`config.mk`:
```
export PLATFORM = sky130hd
export DESIGN_NAME = multicycle_controller
export DESIGN_NICKNAME = d
export VERILOG_FILES = /design/src/rtl/multicycle_controller.sv
export SDC_FILE = /design/constraint.sdc
export NUM_CORES = 1
export LEC_CHECK = 0
export CORE_MARGIN = 2
export CORE_UTILIZATION = 37
export CTS_BUF_LIST = sky130_fd_sc_hd__clkbuf_8 sky130_fd_sc_hd__clkbuf_16
export DETAILED_ROUTE_END_ITERATION = 6
export PLACE_DENSITY_LB_ADDON = 0.2
export SETUP_SLACK_MARGIN = 0.3
export SLEW_MARGIN = 25
export SYNTH_ARGS = -nofsm -noshare
export SYNTH_HDL_FRONTEND = slang
export SYNTH_SLANG_ARGS = --single-unit
```
`constraint.sdc`:
```
create_clock -name clk -period 1.5 [get_ports clk]
set_input_delay 0.3 -clock clk [delete_from_list [all_inputs] [get_ports clk]]
set_output_delay 0.3 -clock clk [all_outputs]
set_load 0.02 [all_outputs]
```
`src/rtl/multicycle_controller.sv`:
```
// multicycle_controller: main control FSM of the multicycle RV32I core.
// Sequences the shared ALU, the unified memory port and the register-file
// write port across several cycles per instruction. Memory accesses wait on
// mem_ready, so the core tolerates wait states.
//
// Optional feature macro: MULTICYCLE_CTRL_ILLEGAL_TRAP_EN
//   defined   -> unknown opcodes park the FSM in TRAP and set a sticky flag
//   undefined -> unknown opcodes retire as a NOP; illegal is tied to 0
module multicycle_controller (
   input  logic       clk,
   input  logic       reset,
   input  logic [6:0] opcode,
   input  logic       zero,
   input  logic       mem_ready,
   output logic       pc_write,
   output logic       adr_src,
   output logic       mem_write,
   output logic       ir_write,
   output logic [1:0] result_src,
   output logic [1:0] alu_src_a,
   output logic [1:0] alu_src_b,
   output logic [1:0] alu_op,
   output logic [1:0] imm_src,
   output logic       reg_write,
   output logic [3:0] state,
   output logic       illegal
);

   typedef enum logic [3:0] {
      S_FETCH    = 4'd0,
      S_DECODE   = 4'd1,
      S_MEMADR   = 4'd2,
      S_MEMREAD  = 4'd3,
      S_MEMWB    = 4'd4,
      S_MEMWRITE = 4'd5,
      S_EXECUTER = 4'd6,
      S_EXECUTEI = 4'd7,
      S_ALUWB    = 4'd8,
      S_BEQ      = 4'd9,
      S_JAL      = 4'd10,
      S_TRAP     = 4'd11
   } state_t;

   localparam logic [6:0] OP_LW   = 7'b0000011;
   localparam logic [6:0] OP_SW   = 7'b0100011;
   localparam logic [6:0] OP_R    = 7'b0110011;
   localparam logic [6:0] OP_I    = 7'b0010011;
   localparam logic [6:0] OP_BEQ  = 7'b1100011;
   localparam logic [6:0] OP_JAL  = 7'b1101111;

   state_t state_q, state_d;

   // Internal strobes combined into pc_write.
   logic pc_update;
   logic branch;
   // Raw enables before the reset gate.
   logic ir_write_raw;
   logic mem_write_raw;
   logic reg_write_raw;

   // State register; reset aborts any instruction in flight and returns to FETCH.
   always_ff @(posedge clk or posedge reset) begin
      if (reset) state_q <= S_FETCH;
      else       state_q <= state_d;
   end

   // Next-state logic.
   always_comb begin
      state_d = state_q;
      case (state_q)
         S_FETCH:    if (mem_ready) state_d = S_DECODE;
         S_DECODE: begin
            case (opcode)
               OP_LW, OP_SW: state_d = S_MEMADR;
               OP_R:         state_d = S_EXECUTER;
               OP_I:         state_d = S_EXECUTEI;
               OP_BEQ:       state_d = S_BEQ;
               OP_JAL:       state_d = S_JAL;
`ifdef MULTICYCLE_CTRL_ILLEGAL_TRAP_EN
               default:      state_d = S_TRAP;
`else
               // PC was already advanced in FETCH, so returning retires a NOP.
               default:      state_d = S_FETCH;
`endif
            endcase
         end
         S_MEMADR:   state_d = opcode[5] ? S_MEMWRITE : S_MEMREAD;
         S_MEMREAD:  if (mem_ready) state_d = S_MEMWB;
         S_MEMWB:    state_d = S_FETCH;
         S_MEMWRITE: if (mem_ready) state_d = S_FETCH;
         S_EXECUTER: state_d = S_ALUWB;
         S_EXECUTEI: state_d = S_ALUWB;
         S_ALUWB:    state_d = S_FETCH;
         S_BEQ:      state_d = S_FETCH;
         S_JAL:      state_d = S_ALUWB;
`ifdef MULTICYCLE_CTRL_ILLEGAL_TRAP_EN
         S_TRAP:     state_d = S_TRAP;
`endif
         default:    state_d = S_FETCH;
      endcase
   end

   // Per-state datapath controls; everything not named in a state stays 0.
   always_comb begin
      adr_src       = 1'b0;
      result_src    = 2'b00;
      alu_src_a     = 2'b00;
      alu_src_b     = 2'b00;
      alu_op        = 2'b00;
      pc_update     = 1'b0;
      branch        = 1'b0;
      ir_write_raw  = 1'b0;
      mem_write_raw = 1'b0;
      reg_write_raw = 1'b0;
      case (state_q)
         S_FETCH: begin
            // PC + 4 computed on the ALU and written straight back to PC.
            alu_src_b    = 2'b10;
            result_src   = 2'b10;
            ir_write_raw = mem_ready;
            pc_update    = mem_ready;
         end
         S_DECODE: begin
            // Branch/jump target precomputed from OldPC + imm.
            alu_src_a = 2'b01;
            alu_src_b = 2'b01;
         end
         S_MEMADR: begin
            alu_src_a = 2'b10;
            alu_src_b = 2'b01;
         end
         S_MEMREAD: begin
            adr_src = 1'b1;
         end
         S_MEMWB: begin
            result_src    = 2'b01;
            reg_write_raw = 1'b1;
         end
         S_MEMWRITE: begin
            // Strobe held for the whole wait so memory sees a stable request.
            adr_src       = 1'b1;
            mem_write_raw = 1'b1;
         end
         S_EXECUTER: begin
            alu_src_a = 2'b10;
            alu_op    = 2'b10;
         end
         S_EXECUTEI: begin
            alu_src_a = 2'b10;
            alu_src_b = 2'b01;
            alu_op    = 2'b10;
         end
         S_ALUWB: begin
            reg_write_raw = 1'b1;
         end
         S_BEQ: begin
            alu_src_a = 2'b10;
            alu_op    = 2'b01;
            branch    = 1'b1;
         end
         S_JAL: begin
            // Link value OldPC + 4; target from DECODE lands in PC.
            alu_src_a = 2'b01;
            alu_src_b = 2'b10;
            pc_update = 1'b1;
         end
         default: ;
      endcase
   end

   // Immediate format depends only on the opcode so it is valid from FETCH on.
   always_comb begin
      case (opcode)
         OP_SW:   imm_src = 2'b01;
         OP_BEQ:  imm_src = 2'b10;
         OP_JAL:  imm_src = 2'b11;
         default: imm_src = 2'b00;
      endcase
   end

   // Reset gates every write enable combinationally so nothing commits while it is held.
   assign pc_write  = ~reset & (pc_update | (branch & zero));
   assign ir_write  = ~reset & ir_write_raw;
   assign mem_write = ~reset & mem_write_raw;
   assign reg_write = ~reset & reg_write_raw;
   assign state     = state_q;

`ifdef MULTICYCLE_CTRL_ILLEGAL_TRAP_EN
   logic illegal_q;

   // Sticky illegal flag; only reset clears it.
   always_ff @(posedge clk or posedge reset) begin
      if (reset)                 illegal_q <= 1'b0;
      else if (state_q == S_TRAP) illegal_q <= 1'b1;
   end

   assign illegal = ~reset & (illegal_q | (state_q == S_TRAP));
`else
   assign illegal = 1'b0;
`endif

endmodule

```
==> reports/qor.txt, run 1 <==
status = stopped before the end
Fail Step = clock tree synthesis (4_1_cts)
Log Error = [ERROR DPL-0038] Utilization greater than 100%, impossible to legalize
Synth Flop Type = dfrtp_1
synthesized area = 563.0 um2
Clock Tree Buf Depth = 2
asr flop ratio synth = 1.000
placer congestion estimate = 0.9345
post-synthesis register bit count = 4
placed cell area = 1194 um2
Core Rows = 14
H-tree levels = 1
Post-CTS Setup Repair Bufs = 27
Yosys warnings = 0
number of synthesized flops with an enable pin = 0
Seq/Total Area, Yosys = 0.1778
synthesized instance count = 82
DIE WIDTH = 43.01 um
Synth cell types = 34
hold_buf cts = 0
clk sinks = 4
CTS Buf Count = 3
Post-Syn Area per Cell = 6.866 um2
IO Port Bufs = 29
num ports = 31
Post-Syn Nets = 93
Detailed Place HPWL = 1633 um
CTS resizes = 164
root buffer cell = clkbuf_8
effective utilization at floorplan = 0.3827
die height = 43.01 um
==> through the flow <==
stage          setup WS [ns]  setup TNS, ns  cells  hold WS [ns]
2_1_floorplan       -0.03990        -0.1257     82       0.06613
3_3_place_gp         -0.8352         -7.103    153        0.6740
3_5_place_dp         -0.8568         -7.503    153        0.6766
==> cells by family after synthesis <==
family | after synthesis | share of synthesized area
compound gates | 18 | 0.2133
xor+xnor | 4 | 0.06223
buf+inv | 11 | 0.09777
flops | 4 | 0.1778
mux | 2 | 0.03556
other cells | 1 | 0.006660
simple gates | 42 | 0.4067
==> synth_stat cells (all sizes together) (2+ instances only) <==
cell / count / share of area
nor2: 9 / 0.060
nand2: 6 / 0.040
nor3: 6 / 0.053
nand2b: 5 / 0.056
buf: 4 / 0.051
clkbuf: 4 / 0.027
dfrtp: 4 / 0.18
o21a: 4 / 0.053
a21oi: 3 / 0.027
and3: 3 / 0.033
inv: 3 / 0.020
nand3: 3 / 0.027
nor2b: 3 / 0.033
nor4: 3 / 0.044
o21ai: 3 / 0.027
a22oi: 2 / 0.027
mux2i: 2 / 0.036
xnor2: 2 / 0.031
xor2: 2 / 0.031
==> run 2, diff against run 1 <==
Settings changed: CORE_AREA from default to 2 2 63 65, CORE_MARGIN 2 to default, CORE_UTILIZATION 37 to default, CTS_BUF_LIST sky130_fd_sc_hd__clkbuf_8 sky130_fd_sc_hd__clkbuf_16 to default, DIE_AREA from default to 0 0 65 67, PLACE_DENSITY_LB_ADDON 0.2 to 0.15, SETUP_SLACK_MARGIN 0.3 to default.
==> run 2 against run 1 <==
The flow now finishes, with violations (setup timing). Synthesized cell count is the same. Synthesized area unchanged.
==> reports/qor.txt, run 2 <==
first-pass GRT wire length = 3898 um
die height = 67 um (was 43.01 um)
max-slew violation count = 0
effective utilization at floorplan = 0.1561 (was 0.3827)
routed len/inst = 11.67 um
Total Routing Usage GR = 0.1157
post-synthesis register bit count = 4 (unchanged)
Tcrit/Tclk final = 1.117
Seq/Total Area, Yosys = 0.1778 (unchanged)
largest net degree at the start of global routing = 10
Vias/cell = 4.210
Top cell by count, worst path = buf_6
Max Freq = 597.0 MHz
num ports = 31 (unchanged)
RSZ-0062 raised after global routing = yes
failing checks = setup timing
R2R Setup Slk = -0.18 ns
commonest non-fill, non-tap cell in the layout = buf_4
asr flop ratio synth = 1.000 (unchanged)
PwrDens = 994.6 nW/um2
DIE WIDTH = 65 um (was 43.01 um)
Synth cell types = 34 (unchanged)
pre-CTS setup slack = -0.8356 ns (was -0.8568 ns)
synthesized area = 563.0 um2 (unchanged)
routed vias = 842
ANT nets after route = 0
Crit path largest cell delay = 0.50 ns
GRT overflow = 0
Core Rows = 22 (was 14)
number of synthesized flops with an enable pin = 0 (unchanged)
cell taking the most area after synthesis = dfrtp_1 (unchanged)
H-tree levels = 1 (unchanged)
CTS tree = built
Final #Nets = 165
crit end category = register
initial antenna violation count = 0
worst setup margin = -0.1752 ns
Clock Tree Buf Depth = 2 (unchanged)
Die ar. = 4355 um2
Placed Cells = 182 (was 153)
Synth Flop Type = dfrtp_1 (unchanged)
Layout area overhead = 170.4%
Iteration-0 DRC Markers = 12
number of global-route vias before repair = 873
Detailed Place HPWL = 1686 um (was 1633 um)
Clock Latency Late Sink = 0.22 ns
critical path arrival = 1.80 ns
worst path cell trace = buf_6 > buf_6 > or4b_4 > nor4_4 > a22oi_1 > o21ai_1
Post-Syn Nets = 93 (unchanged)
clk sinks = 4 (unchanged)
post-route insts no fill = 200
status = finished with violations (was stopped before the end)
IO Port Bufs = 29 (unchanged)
top post-synthesis cells by count = nor2_1, nand2_1, nor3_1 (unchanged)
Setup TNS Final = -1.847 ns
CTS Buf Count = 3 (unchanged)
antenna cells = 0
skew final = 0.003993 ns
root buffer cell = clkbuf_8 (unchanged)
synthesized instance count = 82 (unchanged)
DRT Wirelength = 2334 um
placer congestion estimate = 0.7258 (was 0.9345)
most frequent cells in the layout = buf_4, buf_6, nor2_1
fin crit period = 1.675 ns
drt drc = 0
max FFs per register = 4
crit path max fanout = 6
top-area cell type share of the netlist area = 0.1778 (unchanged)
Final Hold Viols = 0
Worst setup SP type = register
Setup CP Type = reg -> reg
Max stage delay cell, worst path = or4b_4
Post-Syn Area per Cell = 6.866 um2 (unchanged)
count leader, synth = nor2_1 (unchanged)
share of cells above drive strength 1 = 0.7105
cell leakage power = 0.7099 nW
DR pass1 iterations = 4
core area = 3606 um2
Yosys warnings = 0 (unchanged)
Worst EP required = 1.63 ns
Max Cap Viol = 0
Finish-stage setup viols = 16
Hold WC Path Type = in -> async
Synth area leaders = dfrtp_1, nor2_1, nand2b_1 (unchanged)
CTS clock-pin slew for the worst setup and hold paths = 0.03 ns
Max IR drop VDD = 0.0005306 V
==> run 2: cell counts after synthesis <==
Identical to the previous run, type by type.
==> run 2: layout make-up <==
cell class                 instances  area [um2]
fill                             383        2083
multi-input combinational         67       631.9
clock buffer                       3       41.29
inverter                           3       11.26
sequential                         4       105.1
tap                               48       60.06
timing repair buffer              75       673.1
==> run 2: where the power goes <==
part | switching [mW] | leakage [nW] | internal (mW) | total (mW)
logic | 0.522 | 0.641 | 0.598 | 1.12
registers | 0.0415 | 0.0478 | 0.130 | 0.171
clock network | 0.0530 | 0.0216 | 0.171 | 0.224
total | 0.616 | 0.710 | 0.898 | 1.51
==> run 2: worst paths after layout <==
| path | depth (start not counted) | end | start |
|---|---|---|---|
| max | 6 | state[0] | state[1] |
| min | 3 | state[1] | reset |
| max reg2reg | 6 | state[0] | state[1] |
| min reg2reg | 3 | state[3] | state[3] |
| max in group asynchronous | 3 | state[3] | reset |
| min in group clk | 6 | state[3] | opcode[1] |
==> run 2: routing by layer <==
metal | global-route usage | part of all wire | wire, um
met5 | 0 | 0 | 0
met4 | 0.04255 | 0.016 | 38
met3 | 0.02534 | 0.064 | 150
met2 | 0.2075 | 0.51 | 1188
met1 | 0.1340 | 0.41 | 955
==> run 2: kinds of logic after synthesis <==
| family | synth area share |
|---|---|
| simple gates | 0.4067 |
| flops | 0.1778 |
| compound gates | 0.2133 |
| other cells | 0.006660 |
| xor+xnor | 0.06223 |
| mux | 0.03556 |
| buf+inv | 0.09777 |
==> run 2: critical path, delay by kind of cell, from the launching register on <==
| family | cells | cell delay (ns) |
|---|---|---|
| simple gates | 2 | 0.63 |
| flops | 1 | 0.46 |
| buf+inv | 2 | 0.27 |
| compound gates | 2 | 0.23 |
==> run 2: repair_timing <==
| item | 4_1_cts | 5_1_grt |
|---|---|---|
| pin swaps | 9 | 11 |
| endpoints found under the setup margin | 22 | 22 |
| resized for setup | 131 | 32 |
| setup buffers | 9 | 7 |
| hold buffers | 0 | 0 |
==> run 2: per-stage QoR <==
stage          hold WS [ns]    util  power (mW)  cell area, um2
5_1_grt              0.2230  0.4223       1.630            1523
6_report             0.2078  0.4223       1.514            1523
3_5_place_dp         0.6817  0.3300       1.118            1190
2_1_floorplan       0.06613       -      0.6838           714.4
3_3_place_gp         0.6965  0.3300       1.123            1190
4_1_cts              0.4814  0.3869       1.406            1395
No activity file was read; power rests on OpenSTA's default activity.
